--- config.mk ---
export PLATFORM = sky130hd
export DESIGN_NAME = div_arbiter
export DESIGN_NICKNAME = d
export VERILOG_FILES = /design/src/rtl/div_arbiter.sv
export SDC_FILE = /design/constraint.sdc
export NUM_CORES = 1
export LEC_CHECK = 0
export CORE_MARGIN = 5
export CORE_UTILIZATION = 43
export CTS_CLUSTER_DIAMETER = 120
export DETAILED_ROUTE_END_ITERATION = 10
export PLACE_DENSITY_LB_ADDON = 0.2
export SLEW_MARGIN = 30
export SYNTH_ARGS = -nofsm -noshare
export SYNTH_HDL_FRONTEND = slang
export SYNTH_SLANG_ARGS = --single-unit
--- constraint.sdc ---
create_clock -name clk -period 2.95 [get_ports clk]
set_clock_uncertainty 0.1 [all_clocks]
set_input_delay 0.59 -clock clk [delete_from_list [all_inputs] [get_ports clk]]
set_output_delay 0.59 -clock clk [all_outputs]
set_load 0.01 [all_outputs]
--- src/rtl/div_arbiter.sv ---
// div_arbiter: round-robin arbiter in front of one shared multi-cycle divider.
// Up to four requesters present operand pairs; one is served per transaction.
// The winner's operands are latched, the divider is started, and the result
// is returned with a one-hot response strobe to that requester.
// Optional watchdog on the divider wait: define DIV_ARB_TIMEOUT_EN.
//
// state | meaning
// IDLE  | no transaction; pick the next winner when any req is high
// ISSUE | gnt and div_start high for one cycle, operands presented
// WAIT  | waiting for div_done / div_dbz (or the watchdog, if enabled)
// RESP  | rsp_valid high for one cycle with captured result
module div_arbiter #(
  parameter int WIDTH = 8,
  parameter int NREQ  = 4
) (
  input  logic                   clk,
  input  logic                   rst,
  input  logic [NREQ-1:0]        req,
  input  logic [NREQ*WIDTH-1:0]  x_in,
  input  logic [NREQ*WIDTH-1:0]  y_in,
  output logic [NREQ-1:0]        gnt,
  output logic [NREQ-1:0]        rsp_valid,
  output logic [WIDTH-1:0]       q_out,
  output logic [WIDTH-1:0]       r_out,
  output logic                   dbz_out,
  output logic                   timeout_err,
  output logic                   busy,
  output logic                   div_start,
  output logic [WIDTH-1:0]       div_x,
  output logic [WIDTH-1:0]       div_y,
  input  logic [WIDTH-1:0]       div_q,
  input  logic [WIDTH-1:0]       div_r,
  input  logic                   div_done,
  input  logic                   div_dbz
);

  localparam int IW = (NREQ > 1) ? $clog2(NREQ) : 1;

  localparam logic [1:0] S_IDLE  = 2'd0;
  localparam logic [1:0] S_ISSUE = 2'd1;
  localparam logic [1:0] S_WAIT  = 2'd2;
  localparam logic [1:0] S_RESP  = 2'd3;

  localparam logic [NREQ-1:0] ONE = NREQ'(1);

  logic [1:0]       state_q, state_d;
  logic [IW-1:0]    win_q, win_d;
  logic [IW-1:0]    last_q, last_d;
  logic [IW-1:0]    rr_pick, cand;
  logic [NREQ-1:0]  gnt_q, gnt_d;
  logic [NREQ-1:0]  rsp_q, rsp_d;
  logic             start_q, start_d;
  logic             busy_q, busy_d;
  logic             dbz_q, dbz_d;
  logic [WIDTH-1:0] dx_q, dx_d, dy_q, dy_d;
  logic [WIDTH-1:0] q_q, q_d, r_q, r_d;
  logic             wd_hit;

  // Round-robin pick: first requester after last_q, wrapping; scanning from
  // the far end lets the nearest candidate overwrite the others.
  always_comb begin
    rr_pick = last_q;
    cand    = '0;
    for (int k = NREQ; k >= 1; k--) begin
      cand = IW'((int'(last_q) + k) % NREQ);
      if (req[cand]) rr_pick = cand;
    end
  end

  // Next-state and registered-output decode.
  always_comb begin
    state_d = state_q;
    win_d   = win_q;
    last_d  = last_q;
    gnt_d   = '0;
    rsp_d   = '0;
    start_d = 1'b0;
    busy_d  = busy_q;
    dx_d    = dx_q;
    dy_d    = dy_q;
    q_d     = q_q;
    r_d     = r_q;
    dbz_d   = dbz_q;
    case (state_q)
      S_IDLE: begin
        if (|req) begin
          state_d = S_ISSUE;
          win_d   = rr_pick;
          gnt_d   = ONE << rr_pick;
          start_d = 1'b1;
          busy_d  = 1'b1;
          dx_d    = x_in[int'(rr_pick)*WIDTH +: WIDTH];
          dy_d    = y_in[int'(rr_pick)*WIDTH +: WIDTH];
        end
      end
      S_ISSUE: state_d = S_WAIT;
      S_WAIT: begin
        if (div_done || div_dbz) begin
          state_d = S_RESP;
          rsp_d   = ONE << win_q;
          dbz_d   = div_dbz;
          q_d     = div_dbz ? '0 : div_q;
          r_d     = div_dbz ? '0 : div_r;
        end else if (wd_hit) begin
          state_d = S_RESP;
          rsp_d   = ONE << win_q;
          dbz_d   = 1'b0;
          q_d     = '0;
          r_d     = '0;
        end
      end
      S_RESP: begin
        state_d = S_IDLE;
        last_d  = win_q;
        busy_d  = 1'b0;
      end
      default: begin
        state_d = S_IDLE;
        busy_d  = 1'b0;
      end
    endcase
  end

  // State and output registers; reset gives requester 0 first priority.
  always_ff @(posedge clk or posedge rst) begin
    if (rst) begin
      state_q <= S_IDLE;
      win_q   <= '0;
      last_q  <= IW'(NREQ - 1);
      gnt_q   <= '0;
      rsp_q   <= '0;
      start_q <= 1'b0;
      busy_q  <= 1'b0;
      dx_q    <= '0;
      dy_q    <= '0;
      q_q     <= '0;
      r_q     <= '0;
      dbz_q   <= 1'b0;
    end else begin
      state_q <= state_d;
      win_q   <= win_d;
      last_q  <= last_d;
      gnt_q   <= gnt_d;
      rsp_q   <= rsp_d;
      start_q <= start_d;
      busy_q  <= busy_d;
      dx_q    <= dx_d;
      dy_q    <= dy_d;
      q_q     <= q_d;
      r_q     <= r_d;
      dbz_q   <= dbz_d;
    end
  end

`ifdef DIV_ARB_TIMEOUT_EN
  localparam int CW = $clog2(WIDTH + 5);
  localparam logic [CW-1:0] WD_LAST = CW'(WIDTH + 3);

  logic [CW-1:0] wd_q, wd_d;
  logic          to_q, to_d;

  // The increment out of WD_LAST is the one that reaches WIDTH+4.
  assign wd_hit = (wd_q == WD_LAST);

  // Watchdog next-state: cleared in ISSUE, counts WAIT cycles.
  always_comb begin
    wd_d = wd_q;
    to_d = to_q;
    if (state_q == S_ISSUE) wd_d = '0;
    else if (state_q == S_WAIT) wd_d = wd_q + CW'(1);
    if (state_q == S_WAIT && (div_done || div_dbz || wd_hit))
      to_d = !(div_done || div_dbz);
  end

  // Watchdog registers.
  always_ff @(posedge clk or posedge rst) begin
    if (rst) begin
      wd_q <= '0;
      to_q <= 1'b0;
    end else begin
      wd_q <= wd_d;
      to_q <= to_d;
    end
  end

  assign timeout_err = to_q;
`else
  assign wd_hit      = 1'b0;
  assign timeout_err = 1'b0;
`endif

  assign gnt       = gnt_q;
  assign rsp_valid = rsp_q;
  assign q_out     = q_q;
  assign r_out     = r_q;
  assign dbz_out   = dbz_q;
  assign busy      = busy_q;
  assign div_start = start_q;
  assign div_x     = dx_q;
  assign div_y     = dy_q;

endmodule

==> results by group <==
Logic synthesis
  – EDFF count, synth: 0
  – Net Count, Synth: 357
  – Top post-synthesis cells by count: dfrtp_1, nand2_1, a211oi_1
  – Prevailing post-synth register cell: dfrtp_1
  – Synth Instances: 266
  – Warnings from Yosys: 0
  – Yosys cell types: 40
  – Post-synth top area share: 45.4%
  – Mean post-synth cell area: 9.74 um2
  – Post-synth top area cell: dfrtp_1
  – Mapped cell area: 2590 um2
  – Fraction of registers with async set/reset: 100%
  – Sequential area share after synthesis: 47.4%
  – Most numerous cell in the Yosys netlist: dfrtp_1
  – Synth area leaders: dfrtp_1, a211oi_1, mux2i_1, nand2_1, nand2b_1
  – Flops & latches, synth: 49

Layout
  – # diodes: 0
  – Area Overhead vs Synth: 55.0%
  – Fin cells: 466
  – Final instance area: 4020 um2
  – Storage cell area: 1230 um2
  – Layout cell share with drive strength beyond 1: 7.67%
  – Filler cell count: 494
  – Multi-input logic area: 1200 um2
  – Number of nets in the layout: 482

Min path
  – Hold WC Path Type: reg2reg
  – Min-Delay Startpoint: q_out[7]

Routing
  – Via density: 5.19
  – 1st-pass router iterations: 4
  – Iteration-0 DRC Markers: 62
  – DRC: 0
  – Drt wl/cell: 15.9 um
  – Final wirelength: 7430 um
  – Post-DRT Antenna Nets: 0
  – Routed vias: 2420

GRT
  – Initial antenna violation count: 0
  – Grt total ovfl: 0
  – First-pass GRT wire length: 11800 um
  – Largest net degree at the start of global routing: 50
  – Vias in the first global route: 2428
  – Total track usage: 19.3%

Timing
  – Hold slack: 0.386 ns
  – Setup Viol. Count Final: 0
  – Slew @ Worst Pin: 0.851 ns
  – Tcrit/Tclk final: 83.5%
  – TNS Setup: 0 ns
  – Fmax: 0.406 GHz
  – RSZ-0062 raised after global routing: no
  – Slew Viols, Final: 0
  – Fin. Hold Viols: 0
  – Slew HR: 43.1%
  – Crit path time final: 2.46 ns

Place
  – Placed Area: 3910 um2
  – Port Buf Inserts: 130
  – Placed Cells: 459
  – Hpwl dp: 5550 um
  – RePlAce Congestion: 0.780

Setup path
  – Critical Path, Cell by Cell: clkdlybuf4s50_1, nor2b_1, o21ai_1, o21ai_1, and2_1, a211oi_1
  – Worst r2r src: last_q[0]
  – Crit. End Element: flip-flop
  – Worst Setup Start Kind: primary input
  – Worst Path Required: 2.99 ns
  – Most Frequent Cell on Critical Path: o21ai_1
  – CP Class: in2reg
  – WP data arrival: 2.50 ns
  – Worst-path fanout max: 17
  – Worst Setup SP: req[1]
  – Slowest-stage cell, CP: and2_1
  – WP buf/inv: 1
  – Max incr delay on CP: 0.64 ns
  – CP delay by family, top: simple AND/OR/NAND/NOR gates

Clocking
  – Root buffer cell: clkbuf_8
  – # hold bufs at CTS: 0
  – CTS buffer count: 5
  – Clk Latency, worst-skew pair: 0.30 ns
  – Clk buf depth: 2
  – Clock Sinks: 49
  – Clock transition at the registers of the reported paths: 0.08 ns
  – Setup Buffers After CTS: 0
  – Post-cts sizing count: 0
  – TritonCTS clock tree: done
  – H-Tree Depth: 2

Floorplanning
  – Die area: 7680 um2
  – Die Y: 87.6 um
  – FP Rows: 28
  – Starting Density: 44.0%
  – Core ar.: 5890 um2
  – Die span in x: 87.6 um
  – I/O pin total: 132

Power and ir drop
  – Switch share: 37.9%
  – Net Sw Power: 1.30 mW
  – Pleak: 1.69 nW
  – Worst vdd ir: 0.000397 V
  – Overall Power: 3.43 mW
  – Internal power: 2.13 mW
  – Clock share of power: 13.6%
  – Part of the power in registers: 32.9%
  – Pwr/cell area: 855 nW/um2
  – Combinational fraction of design power: 53.5%

Status
  – Outcome: complete, no violations

Flow run
  – Max_cap viols: 0
[cell type report]
type	instances	share of cell area [%]
Clock inverter	2	0.873
Clock buffer	5	1.71
Inverter	5	0.467
Multi-Input combinational cell	193	30.0
Sequential cell	49	30.6
Timing Repair Buffer	137	34.0
Tap cell	75	2.34
[final timing paths]
path                             endpoint  slack, ns  depth (start not counted)
worst max-delay path             div_x[0]       0.49                          6
worst min-delay path             q_out[7]       0.39                          2
worst max register to register   div_x[0]       0.71                          5
worst min register to register   q_out[7]       0.39                          2
max in group asynchronous        q_out[6]       1.67                          3
min in group asynchronous       div_start       0.66                          3
[registers in the layout (all words and copies together) (netlist names), 2 cells and up]
register,flops
q_out,8
win_q,2
rsp_valid,4
last_q,2
gnt,4
state_q,2
div_x,8
div_y,8
r_out,8
[power groups by stage]
stage	sequential (mW)	combinational (mW)	clock [mW]
floorplan	1.23	1.00	0
global placement	1.13	1.81	0
detailed placement	1.14	1.86	0
CTS	1.13	1.87	0.480
global route	1.16	2.01	0.505
finish	1.13	1.84	0.467
[metrics by stage]
stage | utilization, % | setup WS (ns)
2_1_floorplan | - | 0.920
3_3_place_gp | 66.5 | 0.277
3_5_place_dp | 66.5 | 0.182
4_1_cts | 68.2 | 0.492
5_1_grt | 68.2 | 0.335
6_report | 68.2 | 0.487
[cell usage in the layout (no fill, tap or decap), types with 3 or more instances in the layout]
| master | instances |
|---|---|
| dfrtp_1 | 47 |
| nand2b_1 | 16 |
| buf_4 | 6 |
| a211oi_1 | 30 |
| clkdlybuf4s50_1 | 130 |
| o21ai_0 | 18 |
| mux2i_1 | 16 |
| nor2_1 | 24 |
| nand2_1 | 35 |
| ha_1 | 3 |
| nor2b_1 | 3 |
| clkbuf_8 | 5 |
| nor3_1 | 17 |
| inv_1 | 4 |
| a21oi_1 | 3 |
[layer usage]
| metal | global-route usage (%) | vias to the layer above | wire length, um |
|---|---|---|---|
| met4 | 6.14 | 0 | 95 |
| li1 | - | 1176 | - |
| met2 | 34.0 | 73 | 3890 |
| met1 | 24.1 | 1161 | 3010 |
| met3 | 3.29 | 10 | 428 |
| met5 | 0 | - | 0 |
[kinds of logic (layout without fill, tap and decap cells)]
family,after synthesis,after routing,synth area share [%]
AOI/OAI and AO/OA,65,65,17.6
adders and majority gates,3,3,1.45
buffers and inverters,24,149,6.33
DFF,49,49,47.4
muxes,17,17,6.62
other,1,1,0.145
and+or+nand+nor,107,107,20.4
[worst register-to-register path, cell delays in order (launching register included)]
cell	delay (ns)
dfstp_2	0.57
and2b_4	0.21
o21bai_1	0.17
o211ai_2	0.68
a211oi_1	0.12
a211oi_1	0.28
No activity file was read; power rests on OpenSTA's default activity.
